## src/rtl/pak_link_fifo_pkg.sv

```systemverilog
// rtl/pak_link_fifo_pkg.sv - shared link sizes and 4-phase channel FSM states
package pak_link_fifo_pkg;

    // Packet field widths used on every network link
    localparam int NS_ADDRESS_SIZE = 4;
    localparam int NS_DATA_SIZE    = 4;
    localparam int NS_REDUN_SIZE   = 4;
    localparam int NS_PACKET_SIZE  = NS_ADDRESS_SIZE + NS_DATA_SIZE + NS_REDUN_SIZE;

    // Receive side of a 4-phase channel
    typedef enum logic {
        R_IDLE = 1'b0,
        R_ACK  = 1'b1
    } rcv_state_t;

    // Send side of a 4-phase channel
    typedef enum logic [1:0] {
        S_IDLE = 2'd0,
        S_REQ  = 2'd1,
        S_WAIT = 2'd2
    } snd_state_t;

endpackage

```

## src/rtl/pak_fifo_mem.sv

```systemverilog
// rtl/pak_fifo_mem.sv - DEPTH x PSZ packet store, sync write, async read
module pak_fifo_mem #(
    parameter int PSZ   = 12,
    parameter int DEPTH = 4,
    parameter int AW    = $clog2(DEPTH)
) (
    input  logic           clk,
    input  logic           we,
    input  logic [AW-1:0]  waddr,
    input  logic [PSZ-1:0] wdata,
    input  logic [AW-1:0]  raddr,
    output logic [PSZ-1:0] rdata
);

    logic [PSZ-1:0] mem [DEPTH];

    // Storage is deliberately left unreset; entries are only read after a write
    always_ff @(posedge clk) begin
        if (we) begin
            mem[waddr] <= wdata;
        end
    end

    assign rdata = mem[raddr];

endmodule

```

## src/rtl/pak_link_fifo.sv

```systemverilog
// rtl/pak_link_fifo.sv - elastic 4-phase req/ack packet buffer for one link
module pak_link_fifo
    import pak_link_fifo_pkg::*;
#(
    parameter int ASZ   = NS_ADDRESS_SIZE,
    parameter int DSZ   = NS_DATA_SIZE,
    parameter int RSZ   = NS_REDUN_SIZE,
    parameter int PSZ   = ASZ + DSZ + RSZ,
    parameter int DEPTH = 4,
    parameter int CW    = $clog2(DEPTH) + 1
) (
    input  logic           i_clk,
    input  logic           reset,
    input  logic           rcv0_req,
    input  logic [PSZ-1:0] rcv0_data,
    output logic           rcv0_ack,
    output logic           snd0_req,
    output logic [PSZ-1:0] snd0_data,
    input  logic           snd0_ack,
    output logic [CW-1:0]  dbg_count,
    output logic           dbg_full,
    output logic           dbg_busy,
    output logic           has_err
);

    localparam int            AW       = $clog2(DEPTH);
    localparam logic [CW-1:0] FULL_CNT = CW'(DEPTH);

    rcv_state_t     r_state, r_next;
    snd_state_t     s_state, s_next;
    logic [AW-1:0]  wr_ptr, rd_ptr;
    logic [CW-1:0]  count;
    logic [PSZ-1:0] rd_data;
    logic [PSZ-1:0] rcv_data_q;
    logic           blocked_q;
    logic           full;
    logic           wr_en;
    logic           pop;
    logic           load;
    logic           blocked;
    logic           err_now;

    assign full    = (count == FULL_CNT);
    assign blocked = (r_state == R_IDLE) && rcv0_req && full;
    // A blocked sender must hold its packet; an ack with nothing offered is a sink fault
    assign err_now = (blocked && blocked_q && (rcv0_data != rcv_data_q))
                   || ((s_state == S_IDLE) && snd0_ack);

    pak_fifo_mem #(
        .PSZ   (PSZ),
        .DEPTH (DEPTH),
        .AW    (AW)
    ) u_mem (
        .clk   (i_clk),
        .we    (wr_en),
        .waddr (wr_ptr),
        .wdata (rcv0_data),
        .raddr (rd_ptr),
        .rdata (rd_data)
    );

    // State registers for both channel FSMs
    always_ff @(posedge i_clk or negedge reset) begin
        if (!reset) begin
            r_state <= R_IDLE;
            s_state <= S_IDLE;
        end else begin
            r_state <= r_next;
            s_state <= s_next;
        end
    end

    // Next-state logic; receive waits on free space, send waits on stored packets
    always_comb begin
        r_next = r_state;
        s_next = s_state;
        case (r_state)
            R_IDLE:  if (rcv0_req && !full) r_next = R_ACK;
            R_ACK:   if (!rcv0_req)         r_next = R_IDLE;
            default: r_next = R_IDLE;
        endcase
        case (s_state)
            S_IDLE:  if ((count != '0) && !snd0_ack) s_next = S_REQ;
            S_REQ:   if (snd0_ack)                   s_next = S_WAIT;
            S_WAIT:  if (!snd0_ack)                  s_next = S_IDLE;
            default: s_next = S_IDLE;
        endcase
    end

    // Per-state outputs and datapath strobes
    always_comb begin
        rcv0_ack = (r_state == R_ACK);
        snd0_req = (s_state == S_REQ);
        wr_en    = (r_state == R_IDLE) && rcv0_req && !full;
        load     = (s_state == S_IDLE) && (count != '0) && !snd0_ack;
        pop      = (s_state == S_REQ) && snd0_ack;
    end

    // Pointers, occupancy, output packet register and sticky error
    always_ff @(posedge i_clk or negedge reset) begin
        if (!reset) begin
            wr_ptr     <= '0;
            rd_ptr     <= '0;
            count      <= '0;
            snd0_data  <= '0;
            has_err    <= 1'b0;
            blocked_q  <= 1'b0;
            rcv_data_q <= '0;
        end else begin
            if (wr_en) begin
                wr_ptr <= wr_ptr + AW'(1);
            end
            if (pop) begin
                rd_ptr <= rd_ptr + AW'(1);
            end
            case ({wr_en, pop})
                2'b10:   count <= count + CW'(1);
                2'b01:   count <= count - CW'(1);
                default: count <= count;
            endcase
            if (load) begin
                snd0_data <= rd_data;
            end
            if (err_now) begin
                has_err <= 1'b1;
            end
            blocked_q  <= blocked;
            rcv_data_q <= rcv0_data;
        end
    end

    assign dbg_count = count;
    assign dbg_full  = full;
    assign dbg_busy  = (r_state != R_IDLE) || (s_state != S_IDLE);

endmodule

```

## config.mk

```make
export PLATFORM = sky130hd
export DESIGN_NAME = pak_link_fifo
export DESIGN_NICKNAME = d
export VERILOG_FILES = /design/src/rtl/pak_link_fifo_pkg.sv /design/src/rtl/pak_fifo_mem.sv /design/src/rtl/pak_link_fifo.sv
export SDC_FILE = /design/constraint.sdc
export NUM_CORES = 1
export LEC_CHECK = 0
export CAP_MARGIN = 20
export CORE_ASPECT_RATIO = 0.6
export CORE_MARGIN = 2
export CORE_UTILIZATION = 55
export DETAILED_ROUTE_END_ITERATION = 6
export GPL_TIMING_DRIVEN = 0
export PLACE_DENSITY = 0.78
export SLEW_MARGIN = 20
export SYNTH_ARGS = -nofsm -noshare
export SYNTH_HDL_FRONTEND = slang
export SYNTH_SLANG_ARGS = --single-unit
```

## constraint.sdc

```tcl
create_clock -name i_clk -period 2.2 [get_ports i_clk]
set_input_delay 0.44 -clock i_clk [delete_from_list [all_inputs] [get_ports i_clk]]
set_output_delay 0.44 -clock i_clk [all_outputs]
set_load 0.01 [all_outputs]
```

Word-level counts from Yosys, hierarchy flattened --
Memory sizes are Yosys's and may differ from the RTL's. A register that Yosys moved wholly into a read port is not among the register bits. Cells that the tools add are included.
Storage, ports and cells: flip-flop bits (word level) 24, bits in writable memories 48, input bits 16, output and inout bits 20, memories 1
Memory list:
- u_mem.mem | depth 4, bits a word 12, read ports 1, clocked after Yosys merged registers in 1, wr ports 1, line pak_fifo_mem.sv:15 | logic [PSZ-1:0] mem [DEPTH];
Operators by class: add/subtract/negate cells 4, eq/ne operators 9, multiplexer cells 10, bitwise gates (word level) 1, reductions and logical operators 21
Operator list (number):
- $ne A12 B12 Y1 | 1
- $logic_and A1 B1 Y1 | 11
- $mux W2 | 3
- $pmux W2 S3 | 1
- $pmux W3 S2 | 1
- $add A2 B1 Y2 const B | 2
- $eq A2 B1 Y1 const B | 2
- $eq A2 B2 Y1 const B | 2
- $mux W1 | 4
- $ne A2 B2 Y1 const B | 2
- $reduce_bool A2 Y1 | 2
- $add A3 B1 Y3 const B | 1
- $eq A3 B3 Y1 const B | 1
- $logic_not A1 Y1 | 3
- $reduce_and A3 Y1 | 1
- $reduce_bool A3 Y1 | 1
- $sub A3 B1 Y3 const B | 1
- $logic_not A2 Y1 | 1
- $logic_or A1 B1 Y1 | 2
- $ne A2 B1 Y1 const B | 1
- $pmux W1 S2 | 1
- $not A1 Y1 | 1

Logic depth before layout (Yosys ltp) --
depth after elaboration 6, mapped depth 10, mapped depth without buffers 10

By module --
From an unflattened synthesis, not the netlist that was laid out.
Second synthesis, totals: cells, all modules 165, area, all modules 3221.8 um2
Modules (own cells, without submodules):
- pak_fifo_mem | times used 1, cells each 66, area an instance 1766.7 um2, seq. area each 1441.4 um2
- pak_link_fifo | times used 1, cells each 99, area an instance 1455.1 um2, seq. area each 900.9 um2

Worst setup path before layout --
Ideal clock, no wire load.
path kind register -> register, from register count[0] (netlist: dbg_count[0]), to register count[2] (netlist: dbg_count[2]), setup time 0.079 ns, arrival time 2.070 ns, required time 2.121 ns, path slack 0.051 ns, stages on the path, launching flop included 11, clock period less this slack 2.149 ns, cells stage by stage dfrtp_1 or3b_1 inv_1 nor2_2 inv_1 ha_1 inv_1 fa_1 xor2_1 nor2_1 xor2_1
Between the ends: word-level cells in the longest chain between the ends 5
RTL lines:
- from (decl) | line pak_link_fifo.sv:32 | logic [CW-1:0] count;
- from (signal assigned) | line pak_link_fifo.sv:117 | 2'b10: count <= count + CW'(1);
- from (signal assigned) | line pak_link_fifo.sv:118 | 2'b01: count <= count - CW'(1);
- from (signal assigned) | line pak_link_fifo.sv:119 | default: count <= count;
- $eq A3 B3 Y1 (*) | line pak_link_fifo.sv:43 | assign full = (count == FULL_CNT);
- net dbg_full | line pak_link_fifo.sv:21 | output logic dbg_full,
- $logic_not A1 Y1 (*) | line pak_link_fifo.sv:94 | wr_en = (r_state == R_IDLE) && rcv0_req && !full;
- $logic_and A1 B1 Y1 (*) | line pak_link_fifo.sv:94
- $eq A2 B1 Y1 or $eq A2 B2 Y1 (tied branches) | line pak_link_fifo.sv:116 | case ({wr_en, pop})
- $pmux W3 S2 or $reduce_bool A2 Y1 (tied branches)
Mark *: on every way through the listed nets, which the timed path passes. The rest lies on a longest branch. A chain may end at the register's enable or synchronous reset.

Worst setup path in the final report --
from register r_state (netlist: rcv0_ack), to output dbg_busy
Between the ends: word-level cells in the longest chain between the ends 1
RTL lines:
- from (decl) | line pak_link_fifo.sv:29 | rcv_state_t r_state, r_next;
- from (signal assigned) | line pak_link_fifo.sv:68 | r_state <= r_next;
- $logic_or A1 B1 Y1 | line pak_link_fifo.sv:134 | assign dbg_busy = (r_state != R_IDLE) || (s_state != S_IDLE);
- to (decl) | line pak_link_fifo.sv:22 | output logic dbg_busy,
Every way passes these cells.

==> qor.log <==
INFO  sta            finalMaxSlewViolations=0
INFO  critical_path  path_class=reg2out
INFO  synthesis      synthCells=171
INFO  finish         layout.core_utilization=71.5%
INFO  pwr            power.density=1290nW/um2
INFO  synthesis      synth-seq-cells=84
INFO  sta            timing.slew.headroom=50.6%
INFO  finish         drive_above_1_share=23.0%
INFO  sta            timing.hold.ws=0.463ns
INFO  clock_network  ctsRootBufferMaster=clkbuf_8
INFO  global_route   grt_overflow=0
INFO  sta            timing_hold_violations_final=0
INFO  drt            postRouteWirelength=6000um
INFO  synthesis      synth.area.top_cells=edfxtp_1 44%, dfrtp_1 27%, mux4_2 5.5%
INFO  drt            routed-via-count=1655
INFO  run_status     run_status=finished, final reports clean
INFO  synthesis      synth_enable_flop_cells=48
INFO  critical_path  cp_slowest_cell=clkdlybuf4s50_1
INFO  finish         num_antenna_cells=0
INFO  synthesis      synthDistinctLibCells=30
INFO  critical_path  ff2ff_setup_slack=0.15ns
INFO  clock_network  cts_inserted_buffers=9
INFO  finish         regArea=2340um2
INFO  global_route   first_global_vias=1828
INFO  die            die_h=63.8um
INFO  placed_design  postPlaceCellArea=3750um2
INFO  die            floorplan.rows=21
INFO  finish         multi_input_comb_area=890um2
INFO  global_route   antenna_found_initial=0
INFO  synthesis      share_of_yosys_cell_area_claimed_by_the_top_area_cell_type=43.9%
INFO  sta            fmaxAchievable=472MHz
INFO  synthesis      ys_seq_area_share=71.4%
INFO  drt            ant_nets=0
INFO  global_route   groute.usage.overall=20.2%
INFO  sta            final.period_utilization=96.3%
INFO  die            num_io_pins=36
INFO  finish         flow.area_growth_from_synthesis=23.8%
INFO  critical_path  timing.critical_path.arrival=1.68ns
INFO  pwr            vdd.ir_drop.worst=0.602mV
INFO  global_route   grt_first_pass_wirelength=9720um
INFO  placed_design  dp_cells=287
INFO  die            area_inside_the_core_boundary=5680um2
INFO  synthesis      yosys_warnings=0
INFO  placed_design  gp_congestion=0.838
INFO  finish         layout.cell_area.non_filler=4060um2
INFO  critical_path  setup.worst_path.start=rcv0_ack$_DFF_PN0_
INFO  die            floorplan.initialDensity=57.8%
INFO  drt            route.detailed.vias_per_inst=5.34
INFO  critical_path  timing.critical_path.required=1.76ns
INFO  critical_path  launching_point_of_the_worst_reg2reg_path=dbg_count[1]$_DFFE_PN0P_
INFO  finish         number_of_standard_cells_in_the_final_layout_excluding_fillers=310
INFO  clock_network  clock_sink_count=84
INFO  sta            timing_worst_slew_pin_value=0.741ns
INFO  critical_path  worstSetupEndpointType=primary output
INFO  synthesis      synth_flop_cell=edfxtp_1
INFO  critical_path  start_kind=flop
INFO  critical_path  cpPeakStageDelay=0.49ns
INFO  critical_path  critical_path.cell_chain=or3_1 > clkdlybuf4s50_1
INFO  critical_path  worst_r2r_endpoint=dbg_count[2]$_DFFE_PN0P_
INFO  clock_network  clkTransAtPathRegs=0.08ns
INFO  synthesis      synth_nets=193
INFO  synthesis      yosysTopAreaCell=edfxtp_1
INFO  die            die_width=104um
INFO  drt            remaining_design_rule_violation_count=0
INFO  clock_network  worst_skew_pair.late_latency=0.35ns
INFO  finish         final.fill_count=370
INFO  synthesis      syn-cell-area=3280um2
INFO  placed_design  place.port_buffers=35
INFO  sta            setup_viol=0
INFO  sta            period_minus_slack=2.12ns
INFO  clock_network  tritoncts=done
INFO  die            floorplan.die_area=6620um2
INFO  clock_network  ctsHtreeMaxLevel=3
INFO  critical_path  worstSetupEndpoint=dbg_busy
INFO  sta            grt_setup_unrepaired=false
INFO  global_route   maximum_number_of_pins_on_one_net_before_global_route_repair=31
INFO  synthesis      cell_with_the_most_instances_after_synthesis=edfxtp_1
INFO  pwr            p_leak=1.54nW
INFO  min_path       min_delay_path_class=in2async
INFO  finish         nNetsFinal=247
INFO  sta            final_clock_skew=0.00773ns
INFO  drt            drt_iter0_markers=108
INFO  drt            wl_per_cell=19.4um
INFO  synthesis      syn_avg_cell_area=19.2um2
INFO  clock_network  cts.path.max_buffers=2
INFO  synthesis      async_reset_ff_share=42.9%
INFO  critical_path  worstPathMaxFanout=4
INFO  drt            drt-pass1-iter-count=4
INFO  synthesis      synth_top_cells_by_count=48 x edfxtp_1, 36 x dfrtp_1, 16 x xnor2_1
INFO  sta            setup_total_negative_slack=0ns
INFO  flow_run       maxCapViolCount=0
INFO  placed_design  detailedPlacementHpwl=3850um
INFO  critical_path  worst_r2r_path_depth=10
sequential cells by signal, indices dropped and copies added, names as in the netlist:
register and flops:
rcv_data_q 12, has_err 1, blocked_q 1, wr_ptr 2
rcv0_ack 1, u_mem.mem 48, dbg_count 3, rd_ptr 2
s_state 2, snd0_data 12
worst max-delay path: cells and delay by family, from the launching register on:
| kind | cells | cell delay (ns) |
|---|---|---|
| flops | 1 | 0.44 |
| buf+inv | 1 | 0.49 |
| simple gates | 1 | 0.40 |
layer usage:
metal	share of wire [%]	vias up	track usage, %
li1	-	742	-
met1	43	855	25.7
met2	50	48	33.6
met3	5.3	10	6.94
met4	2.1	0	6.08
met5	0	-	0
stage by stage:
step,setup WS [ns],total power [W]
detailed placement,-0.132,0.00390
CTS,0.0123,0.00520
global route,0.0157,0.00551
global placement,-0.110,0.00380
floorplan,0.0512,0.00324
finish,0.0811,0.00526
area by class of cell:
| cell class | count | share of cell area (%) |
|---|---|---|
| Multi-Input combinational cell | 75 | 21.9 |
| Timing Repair Buffer | 43 | 10.3 |
| Tap cell | 80 | 2.47 |
| Clock buffer | 12 | 3.33 |
| Sequential cell | 84 | 57.7 |
| Inverter | 8 | 0.801 |
| Clock inverter | 4 | 2.40 |
| Buffer | 4 | 1.05 |
placed cells by master, fill, tap and decap left out, types with 4 or more instances in the layout:
cell             count
mux2_4               8
ha_1                 4
mux4_2               8
clkdlybuf4s50_1     33
nor2_1               4
and2_1               4
inv_1                6
xnor2_1             16
mux2_2               5
dfrtp_1             35
clkbuf_8             9
edfxtp_1            48
mux4_1               4
buf_4                7
report_power, final:
part           switching [W]  internal, W
clock network       0.000513     0.000756
logic               0.000752      0.00104
registers           0.000186      0.00201
cells by family after synthesis:
logic type               count (synthesis)  synth area share, %
buffers and inverters                   12                 2.21
AO/OA/AOI/OAI                            5                 1.18
flip-flops                              84                 71.4
XOR/XNOR                                19                 5.07
multiplexers                            26                 14.4
AND/OR/NAND/NOR                         19                 3.24
adder cells (fa/ha/maj)                  6                 2.52
worst min path at each step:
stage                     slack, ns                      end
after global routing           0.47  rcv_data_q[8]$_DFF_PN0_
after global placement         0.45      has_err$_DFFE_PN0P_
after detailed placement       0.29    wr_ptr[1]$_DFFE_PN0P_
final                          0.46  rcv_data_q[8]$_DFF_PN0_
after CTS                      0.45  rcv_data_q[8]$_DFF_PN0_
after floorplan                0.14      blocked_q$_DFF_PN0_
timing repair:
action | 4_1_cts | 5_1_grt
pin swaps | 0 | 3
gates resized for setup | 3 | 8
endpoints found under the setup margin | 2 | 1
endpoints found under the hold margin | 6 | 0
setup buffers | 1 | 5
hold buffers | 1 | 0
No activity file was read; power rests on OpenSTA's default activity.
